--- src/rtl/paula_audio_pkg.sv ---
// Shared constants and slot formatting for the Paula audio I2S transmitter.
package paula_audio_pkg;

  localparam int unsigned AUDIO_SUM_W    = 15;
  localparam int unsigned I2S_WORD_W     = 16;
  localparam int unsigned I2S_FRAME_BITS = 32;
  localparam int unsigned LRCK_LO        = 15;
  localparam int unsigned LRCK_HI        = 30;

  // Left-justify a mixer sum into a 16-bit I2S slot; sign bit stays the MSB.
  function automatic logic [I2S_WORD_W-1:0] to_slot(input logic [AUDIO_SUM_W-1:0] sum);
    return {sum, 1'b0};
  endfunction

endpackage

--- src/rtl/paula_audio_i2s_tx.sv ---
// Philips I2S transmitter for the Paula stereo mixer sums; both channels are
// captured in one clk cycle at each frame load so every frame is coherent.
module paula_audio_i2s_tx
  import paula_audio_pkg::*;
#(
  parameter int unsigned SCLK_DIV = 9
) (
  input  logic                   clk,
  input  logic                   reset,
  input  logic [AUDIO_SUM_W-1:0] ldatasum,
  input  logic [AUDIO_SUM_W-1:0] rdatasum,
  input  logic                   mute,
  output logic                   i2s_bclk,
  output logic                   i2s_lrck,
  output logic                   i2s_sdata,
  output logic                   frame_stb
);

  logic [7:0]                div_q, div_d;
  logic                      bclk_q, bclk_d;
  logic                      lrck_q, lrck_d;
  logic                      stb_q, stb_d;
  logic [4:0]                bit_q, bit_d;
  logic [I2S_FRAME_BITS-1:0] shift_q, shift_d;
  logic                      tick, fall;

  assign tick = (div_q == 8'(SCLK_DIV - 1));
  assign fall = tick & bclk_q;

  always_comb begin
    div_d   = tick ? 8'd0 : div_q + 8'd1;
    bclk_d  = tick ? ~bclk_q : bclk_q;
    bit_d   = bit_q;
    shift_d = shift_q;
    lrck_d  = lrck_q;
    stb_d   = 1'b0;
    if (fall) begin
      bit_d = bit_q + 5'd1;
      if (bit_q == 5'd31) begin
        shift_d = mute ? '0 : {to_slot(ldatasum), to_slot(rdatasum)};
        stb_d   = 1'b1;
      end else begin
        shift_d = {shift_q[I2S_FRAME_BITS-2:0], 1'b0};
      end
      // Word select leads the data by one bit, as Philips I2S requires.
      lrck_d = (bit_d >= 5'(LRCK_LO)) && (bit_d <= 5'(LRCK_HI));
    end
  end

  always_ff @(posedge clk) begin
    if (reset) begin
      div_q   <= '0;
      bclk_q  <= 1'b0;
      lrck_q  <= 1'b0;
      stb_q   <= 1'b0;
      bit_q   <= 5'd31;
      shift_q <= '0;
    end else begin
      div_q   <= div_d;
      bclk_q  <= bclk_d;
      lrck_q  <= lrck_d;
      stb_q   <= stb_d;
      bit_q   <= bit_d;
      shift_q <= shift_d;
    end
  end

  assign i2s_bclk  = bclk_q;
  assign i2s_lrck  = lrck_q;
  assign i2s_sdata = shift_q[I2S_FRAME_BITS-1];
  assign frame_stb = stb_q;

endmodule

--- config.mk ---
export PLATFORM = sky130hd
export DESIGN_NAME = paula_audio_i2s_tx
export DESIGN_NICKNAME = d
export VERILOG_FILES = /design/src/rtl/paula_audio_pkg.sv /design/src/rtl/paula_audio_i2s_tx.sv
export SDC_FILE = /design/constraint.sdc
export NUM_CORES = 1
export LEC_CHECK = 0
export CAP_MARGIN = 20
export CORE_MARGIN = 1.5
export CORE_UTILIZATION = 52
export DETAILED_ROUTE_END_ITERATION = 8
export PLACE_DENSITY = 0.79
export SLEW_MARGIN = 20
export SYNTH_ARGS = -nofsm -noshare
export SYNTH_HDL_FRONTEND = slang
export SYNTH_SLANG_ARGS = --single-unit
--- constraint.sdc ---
create_clock -name clk -period 2.7 [get_ports clk]
set_clock_uncertainty 0.15 [all_clocks]
set_input_delay 0.27 -clock clk [delete_from_list [all_inputs] [get_ports clk]]
set_output_delay 0.27 -clock clk [all_outputs]
set_load 0.02 [all_outputs]
==> impl_metrics.yaml <==
drt:
  avgViaCountPerCell: 5.65
  drt_drc_violations_left: 0
  initialDrtViolationCount: 124
  drt.antenna.violating_nets: 0
  detailroute.via_count: 1751
  wl_per_cell_um: 13.5
  detail_route.first_pass.iterations: 6
  drt-total-wl_um: 4200
placed_design:
  place.detailed.hpwl_um: 2820
  finalWeightedCongestion: 0.725
  io_buffers: 36
  dpl_cell_area_sq_um: 2520
floorplanning:
  die-height_um: 66.9
  initial_standard_cell_utilization_of_the_core: 0.535
  rows: 23
  coreArea_sq_um: 3970
  die_width_um: 66.9
  design.die.area_sq_um: 4480
  io_pins: 37
clock_network:
  cts.repair.resized: 0
  clock_tree_from_tritoncts: "built"
  clk_pin_slew_worst_paths_ns: 0.08
  post_cts_buffers: 0
  cts_sinks: 47
  ctsRootBufferMaster: "clkbuf_8"
  ctsHoldBuffers: 0
  clk-insertion-delay-late_ns: 0.30
  cts_max_level: 2
  numCtsBuffers: 5
  ctsLongestPathBuffers: 2
global_routing:
  grt_first_pass_wirelength_um: 6980
  largest_net_degree_at_the_start_of_global_routing: 40
  grt.total_usage: 0.205
  antenna_violations_before_repair: 0
  grt_overflow_total: 0
  grt_pass1_vias: 1651
power_and_ir_drop:
  p_comb_frac: 0.078
  switchingPower_mw: 0.261
  clock_share_of_power: 0.336
  power.switching_fraction: 0.218
  ir_drop_mv: 0.347
  design_power_total_mw: 1.20
  pwr-share-seq: 0.586
  internal-power_mw: 0.935
  power-per-cell-area_nw_per_um2: 460
  power.leakage_nw: 0.923
setup_path:
  startpoint_type: "flop"
  crit-reg2reg-launch: "div_q[0]"
  critical_path.startpoint: "div_q[0]"
  worst_r2r_endpoint: "shift_q[4]"
  number_of_cells_traversed_by_the_worst_register_to_register_path: 8
  regToRegSetupSlack_ns: 0.40
  timing.critical_path.arrival_ns: 2.33
  maximum_fanout_encountered_on_the_critical_timing_path: 23
  cp.required_ns: 2.73
  endpoint: "shift_q[4]"
  cp_capture_type: "flop"
  critPathKind: "flop to flop"
yosys:
  synth_top_area_cell: "dfxtp_1"
  synthesis.area_sq_um: 2130
  synthDistinctLibCells: 33
  synth_seq_cells: 47
  synth_fp_nets: 266
  syn_area_per_cell_sq_um: 9.36
  synthesis.instances: 227
  seq_area_frac_synth: 0.443
  ys.warnings.count: 0
  synth.area.top_cells: "dfxtp_1, a221oi_1, nor2_1"
  synth_top_area_share: 0.443
layout:
  final_layout_size_suffix_gt1_frac: 0.135
  mostFrequentLayoutCells: "dfxtp_1, nor2_1, clkdlybuf4s50_1, nor3_1, a221oi_1"
  post-route-util: 0.655
  area_growth_pct: 22.3
  most_frequent_standard_cell_in_the_layout_excluding_fill_and_tap_cells: "dfxtp_1"
  final_nets: 298
  antenna_cells_inserted: 0
  post-route-cell-area_sq_um: 2600
timing:
  fin_crit_ns: 2.30
  worst_slew_margin_rel: 0.707
  setup_failing_eps_final: 0
  layout_worst_path_cycle_share: 0.853
  setup_tns_ns: 0
  timing_max_transition_violations_final: 0
  rsz0062_at_grt: "false"
  final_hold_viol_count: 0
  achievable-frequency_mhz: 434
  fin_worst_hold_slack_ns: 0.313
  worst-slew-pin-transition_ns: 0.439
hold_path:
  timing.hold.worst_path_depth: 1
  hold_path_class: "flop to flop"
run_status:
  outcome: "complete, no violations"
run:
  max_cap_viol_count: 0
[Yosys cell counts, drive strengths merged]
cell type	n
a211o	1
a21oi	3
a221oi	28
a311oi	2
a32oi	1
and2	1
and3	4
buf	8
clkbuf	10
dfxtp	47
ha	6
inv	6
nand2	7
nand2b	5
nand3	5
nand3b	2
nor2	45
nor3	30
nor4b	1
o21ai	1
o21bai	1
o31ai	1
or2	1
or3	1
or4b	1
xnor2	6
xor2	3
[power groups by stage]
stage,clock network (mW),registers (mW),logic [mW]
4_1_cts,0.413,0.700,0.0946
2_1_floorplan,0,0.716,0.0339
5_1_grt,0.438,0.701,0.101
3_3_place_gp,0,0.717,0.0933
3_5_place_dp,0,0.717,0.0937
6_report,0.402,0.700,0.0932
[logic make-up after synthesis]
group,after synthesis,share of synthesized area
AND/OR/NAND/NOR,103,0.257
flip-flops,47,0.443
AO/OA/AOI/OAI,38,0.172
buffers and inverters,24,0.0565
XOR/XNOR,9,0.0371
adder cells (fa/ha/maj),6,0.0353
[worst min-delay path by stage]
stage,startpoint,slack [ns],endpoint
floorplan,rdatasum[0],0.27,shift_q[1]
global placement,div_q[0],0.29,div_q[0]
detailed placement,div_q[0],0.31,div_q[0]
CTS,div_q[0],0.32,div_q[0]
global route,div_q[0],0.35,div_q[0]
finish,div_q[0],0.31,div_q[0]
[flip-flops by register name, indices dropped and copies added (netlist names)]
name	count
bit_q	5
shift_q	31
i2s_lrck	1
frame_stb	1
div_q	8
i2s_bclk	1
[cell type report]
| class | count | area [sq um] |
|---|---|---|
| multi-input combinational | 156 | 1070 |
| tap | 50 | 62.6 |
| clock inverter | 1 | 5.00 |
| sequential | 47 | 941 |
| clock buffer | 7 | 76.3 |
| inverter | 6 | 22.5 |
| fill | 346 | 1370 |
| timing repair buffer | 43 | 425 |
[worst max-delay path, cell delays in order (launching register included)]
cell and delay, ns:
dfxtp_1 0.33, inv_1 0.06, ha_1 0.14, or4b_4 0.48, nor3_2 0.22, nand2_2 0.20, buf_4 0.27, a221oi_1 0.25
nor3_1 0.07
[metrics by stage]
stage | cells | worst slack, ns
after floorplan | 227 | 0.539
after global placement | 302 | 0.479
after detailed placement | 302 | 0.386
after CTS | 310 | 0.375
after global routing | 310 | 0.197
final | 310 | 0.396
[per-layer routing]
metal,vias up,share of wire,global-route usage
met5,-,0,0
met4,0,0.019,0.0918
met3,7,0.042,0.0422
met2,39,0.49,0.371
met1,825,0.45,0.228
li1,880,-,-
Power figures use the tool's default switching activity.
